`config.mk`:
```
export PLATFORM = sky130hd
export DESIGN_NAME = store_drain_buffer
export DESIGN_NICKNAME = d
export VERILOG_FILES = /design/src/rtl/store_drain_buffer.sv
export SDC_FILE = /design/constraint.sdc
export NUM_CORES = 1
export LEC_CHECK = 0
export ABC_AREA = 0
export CAP_MARGIN = 20
export CORE_AREA = 5 5 188 281
export CTS_CLUSTER_SIZE = 24
export DETAILED_ROUTE_END_ITERATION = 12
export DIE_AREA = 0 0 193 286
export PLACE_DENSITY = 0.91
export SLEW_MARGIN = 0
export SYNTH_ARGS = -nofsm -noshare
export SYNTH_HDL_FRONTEND = slang
export SYNTH_SLANG_ARGS = --single-unit
```
`constraint.sdc`:
```
create_clock -name clk_i -period 15 [get_ports clk_i]
set_clock_uncertainty 0.05 [all_clocks]
set_input_delay 3.75 -clock clk_i [delete_from_list [all_inputs] [get_ports clk_i]]
set_output_delay 3.75 -clock clk_i [all_outputs]
set_load 0.005 [all_outputs]
```
`src/rtl/store_drain_buffer.sv`:
```
// store_drain_buffer
// Consumer end of the MEM/WB store interface. Committed stores are captured
// into a small circular FIFO and drained to the data-memory write port over a
// valid/ready handshake. A load-address lookup over the pending entries keeps
// younger loads from reading stale memory.
//
// Configuration macro: STB_LOAD_FWD_EN
//   defined   - full-doubleword matches are forwarded (ld_hit_o/ld_data_o),
//               partial-strobe matches stall the load.
//   undefined - no forwarding; any match stalls the load.
//
// Ports:
//   clk_i, rst_ni             clock (rising edge), async active-low reset
//   ememw_i, memaddr_i,
//   wbmem_i, wstrb_i          store request, address, aligned data, lane enables
//   full_o, empty_o, count_o  occupancy status (combinational from count)
//   ovf_o                     sticky: a store arrived while full (dropped)
//   mem_w*                    head-entry write request to data memory
//   ld_addr_i                 load address to check
//   ld_hit_o, ld_data_o       forwarded load data (valid when ld_hit_o)
//   ld_stall_o                load must wait for the buffer to drain
module store_drain_buffer #(
  parameter int DATA_WIDTH = 64,
  parameter int DEPTH      = 4,
  parameter int PTR_W      = 2
) (
  input  logic                  clk_i,
  input  logic                  rst_ni,
  input  logic                  ememw_i,
  input  logic [DATA_WIDTH-1:0] memaddr_i,
  input  logic [DATA_WIDTH-1:0] wbmem_i,
  input  logic [7:0]            wstrb_i,
  output logic                  full_o,
  output logic                  empty_o,
  output logic [PTR_W:0]        count_o,
  output logic                  ovf_o,
  output logic                  mem_wvalid_o,
  input  logic                  mem_wready_i,
  output logic [DATA_WIDTH-1:0] mem_waddr_o,
  output logic [DATA_WIDTH-1:0] mem_wdata_o,
  output logic [7:0]            mem_wstrb_o,
  input  logic [DATA_WIDTH-1:0] ld_addr_i,
  output logic                  ld_hit_o,
  output logic [DATA_WIDTH-1:0] ld_data_o,
  output logic                  ld_stall_o
);

  // Only the doubleword address is kept; the byte offset is carried by strobes.
  localparam int AW = DATA_WIDTH - 3;

  logic [AW-1:0]         addr_q [DEPTH];
  logic [DATA_WIDTH-1:0] data_q [DEPTH];
  logic [7:0]            strb_q [DEPTH];

  logic [PTR_W-1:0] head;
  logic [PTR_W-1:0] tail;
  logic [PTR_W:0]   count;
  logic             ovf;

  logic push;
  logic pop;

  logic                  hit_any;
  logic                  hit_full;
  logic [DATA_WIDTH-1:0] hit_data;
  logic [PTR_W-1:0]      idx;

  logic unused_low_bits;
  assign unused_low_bits = ^{memaddr_i[2:0], ld_addr_i[2:0]};

  assign full_o       = (count == (PTR_W+1)'(DEPTH));
  assign empty_o      = (count == {(PTR_W+1){1'b0}});
  assign count_o      = count;
  assign ovf_o        = ovf;
  assign mem_wvalid_o = !empty_o;
  assign mem_waddr_o  = {addr_q[head], 3'b000};
  assign mem_wdata_o  = data_q[head];
  assign mem_wstrb_o  = strb_q[head];

  // Full is judged on the pre-edge count, so a same-cycle pop never admits a push.
  assign push = ememw_i && !full_o;
  assign pop  = mem_wvalid_o && mem_wready_i;

  // Pointer, occupancy and sticky-overflow state.
  always_ff @(posedge clk_i or negedge rst_ni) begin
    if (!rst_ni) begin
      head  <= {PTR_W{1'b0}};
      tail  <= {PTR_W{1'b0}};
      count <= {(PTR_W+1){1'b0}};
      ovf   <= 1'b0;
    end else begin
      if (push) begin
        tail <= tail + {{(PTR_W-1){1'b0}}, 1'b1};
      end
      if (pop) begin
        head <= head + {{(PTR_W-1){1'b0}}, 1'b1};
      end
      case ({push, pop})
        2'b10:   count <= count + {{PTR_W{1'b0}}, 1'b1};
        2'b01:   count <= count - {{PTR_W{1'b0}}, 1'b1};
        default: count <= count;
      endcase
      if (ememw_i && full_o) begin
        ovf <= 1'b1;
      end
    end
  end

  // Entry storage; contents are qualified by count, so it needs no reset.
  always_ff @(posedge clk_i) begin
    if (push) begin
      addr_q[tail] <= memaddr_i[DATA_WIDTH-1:3];
      data_q[tail] <= wbmem_i;
      strb_q[tail] <= wstrb_i;
    end
  end

  // Load lookup: walk oldest to youngest so the youngest match wins.
  always_comb begin
    hit_any  = 1'b0;
    hit_full = 1'b0;
    hit_data = {DATA_WIDTH{1'b0}};
    idx      = head;
    for (int i = 0; i < DEPTH; i++) begin
      idx = head + PTR_W'(i);
      if (((PTR_W+1)'(i) < count) && (addr_q[idx] == ld_addr_i[DATA_WIDTH-1:3])) begin
        hit_any  = 1'b1;
        hit_full = (strb_q[idx] == 8'hFF);
        hit_data = data_q[idx];
      end else begin
        hit_any = hit_any;
      end
    end
  end

`ifdef STB_LOAD_FWD_EN
  assign ld_hit_o   = hit_any && hit_full;
  assign ld_data_o  = ld_hit_o ? hit_data : {DATA_WIDTH{1'b0}};
  assign ld_stall_o = hit_any && !hit_full;
`else
  logic unused_fwd;
  assign unused_fwd = ^{hit_full, hit_data};
  assign ld_hit_o   = 1'b0;
  assign ld_data_o  = {DATA_WIDTH{1'b0}};
  assign ld_stall_o = hit_any;
`endif

endmodule

```
==> impl_metrics.csv <==
group,metric,value,unit
status,outcome,"finished clean",
clocking,cts_tree,"done",
clocking,clk_latency,0.58,ns
critical_path,crit_slowest_cell,"clkdlybuf4s50_1",
power_and_ir_drop,vdd_ir_drop_max,178,uV
detailed_routing,drcViolationCount,0,
detailed_routing,wl_per_cell,35.3,um
critical_path,path_class,"input pin to primary output",
global_route,grt_max_degree,152,
detailed_routing,vias,18304,
place,io_buffers,338,
sta,fmaxAchievable,88.2,MHz
sta,timing.slew.headroom,23.5,%
critical_path,slowest_delay,1.00,ns
floorplan,die_h,286,um
yosys,seq_area_frac_synth,59.2,%
global_route,gr-total-overflow,0,
yosys,ys_ff_latch,540,
critical_path,crit_family,"compound AO/OA/AOI/OAI gates",
sta,setup_viol,0,
clocking,cts_hold_buf,0,
clocking,cts_buffers,49,
floorplan,dieArea,55200,um2
global_route,antenna_found_initial,5,
finish,fill_cells,3454,
yosys,syn-instance-count,1801,
global_route,grt_util_all_layers,35.4,%
floorplan,rows,101,
sta,hold_violations,0,
yosys,synth_area,27300,um2
finish,fin_nets,2313,
detailed_routing,viasPerCell,6.51,
yosys,ys.warnings.count,0,
yosys,postSynthAreaPerCell,15.2,um2
yosys,synth_top_area_share,58.5,%
clocking,cts_resized,0,
critical_path,cpMostUsedCell,"clkdlybuf4s50_1",
sta,final_max_slew_viol_count,0,
sta,rsz0062_at_grt,"false",
yosys,synth_ff_type,"edfxtp_1",
clocking,post_cts_buffers,0,
global_route,grt_pass1_wl,137000,um
clocking,max-clock-path-buffers,3,
floorplan,core-area,50200,um2
place,dp_hpwl,73500,um
critical_path,crit_arrival,7.53,ns
yosys,yosysTopAreaCell,"edfxtp_1",
critical_path,path_cells,"clkdlybuf4s50_1 > o22ai_1 > a211oi_1 > nand3_1 > o21ai_0 > nand4_1 > nor3_1 > a221o_1 > clkdlybuf4s50_1",
critical_path,cp-start-kind,"input pin",
finish,seqCellArea,16200,um2
finish,fin_cells,2810,
detailed_routing,drtIter0Drc,1711,
power_and_ir_drop,p_per_area,209,nW/um2
detailed_routing,first_pass_iters,5,
clocking,clk_pin_slew,0.07,ns
critical_path,worst_ep_required_time,11.20,ns
power_and_ir_drop,p_leak,11.3,nW
sta,setup_tns,0,ns
critical_path,worst-path-max-fanout,12,
finish,drive_gt1_share,11.6,%
floorplan,initial_core_util,54.4,%
place,place.gp.congestion,1.05,
flow_run,maxCapViolCount,0,
critical_path,crit_path_end_kind,"primary output",
sta,period_share,75.5,%
detailed_routing,wl,99200,um
floorplan,die_x,193,um
finish,final_cell_mix,"532 x edfxtp_1, 338 x clkdlybuf4s50_1, 260 x mux2i_1, 112 x mux4_2, 92 x xnor2_1",
floorplan,io_pins,413,
yosys,synth.area.top_cells,"edfxtp_1 58%, mux2i_1 9.5%, mux4_2 9.2%",
critical_path,cp.buffers_inverters,2,
finish,syn_to_final_growth,19.3,%
clocking,htree_levels,2,
finish,multi_input_area,10100,um2
finish,final_common_cell,"edfxtp_1",
yosys,synth_cell_types,66,
yosys,async_reset_ff_share,1.48,%
min_path,min-delay-path-class,"register to register",
global_route,grt_pass1_vias,18852,
detailed_routing,antenna_left,0,
clocking,cts-root-buf,"clkbuf_16",
yosys,synth_edf_count,532,
sta,tightest_slew,1.14,ns
place,dp_cells,2718,
clocking,clock_sinks,540,
sta,fin_crit,11.33,ns
[state kept, by name, summed over array words and instances (netlist names)]
name     count
data_q     256
addr_q     244
strb_q      32
count_o      3
head         2
tail         2
ovf_o        1
[synthesized netlist by cell type (17+ instances only)]
master and count:
mux2_2 18, clkbuf_1 50, buf_2 29, o22ai_1 33
nor2_1 69, nand4_1 31, nand2_1 54, a211oi_1 22
nor4_1 27, o21ai_0 31, a21oi_1 68, edfxtp_1 532
mux2i_1 260, xnor2_1 92, mux4_2 112, xor2_1 62
buf_4 90, a221oi_1 17
[routing by layer]
layer | wire, um | track usage [%]
met5 | 46 | 0
met2 | 49800 | 60.5
met4 | 8580 | 23.2
met3 | 8360 | 7.59
met1 | 32400 | 39.7
[report_power, final]
| group | switching [mW] | total (mW) | internal (mW) |
|---|---|---|---|
| sequential | 0.162 | 2.16 | 2.00 |
| clock | 0.561 | 1.30 | 0.741 |
| combinational | 1.92 | 3.35 | 1.42 |
[cell families (layout without fill, tap and decap cells)]
kind of cell,Yosys count,count (layout),synth area share [%]
compound gates,253,253,6.21
xor+xnor,154,154,4.94
fa+ha+maj,9,9,0.412
buf+inv,207,478,4.63
flops,540,540,59.2
mux,397,397,20.2
other cells,1,70,0.0137
simple gates,240,240,4.38
[final timing paths]
| path | from | end | slack, ns | cells past startpoint |
|---|---|---|---|---|
| max in group asynchronous | rst_ni | head[0] | 11.19 | 1 |
| max reg2reg | count_o[0] | addr_q[1][30] | 11.48 | 6 |
| min in group asynchronous | rst_ni | ovf_o | 3.40 | 1 |
| max | ld_addr_i[36] | ld_stall_o | 3.67 | 9 |
| min | ovf_o | ovf_o | 0.42 | 1 |
| min reg2reg | ovf_o | ovf_o | 0.42 | 1 |
[through the flow]
| step | hold slack [ns] | power [mW] | setup WS, ns | util [%] | cell area (um2) |
|---|---|---|---|---|---|
| after floorplan | 0.401 | 4.04 | 5.97 | - | 27600 |
| final | 0.420 | 6.81 | 3.67 | 64.9 | 32600 |
| after global placement | 0.389 | 5.41 | 3.74 | 61.5 | 30900 |
| after global routing | 0.438 | 7.03 | 3.64 | 64.9 | 32600 |
| after detailed placement | 0.409 | 5.46 | 3.77 | 61.6 | 30900 |
| after CTS | 0.424 | 6.80 | 3.78 | 64.9 | 32600 |
[layout make-up]
type | instances | share of cell area, %
diodes | 2 | 0.0154
clock buffers | 58 | 3.96
clock inverters | 32 | 1.18
inverters | 15 | 0.180
multi-input cells | 1121 | 31.1
flip-flops and latches | 540 | 49.7
well taps | 669 | 2.57
repair buffers | 373 | 11.3
(Power assumes the default switching activity.)
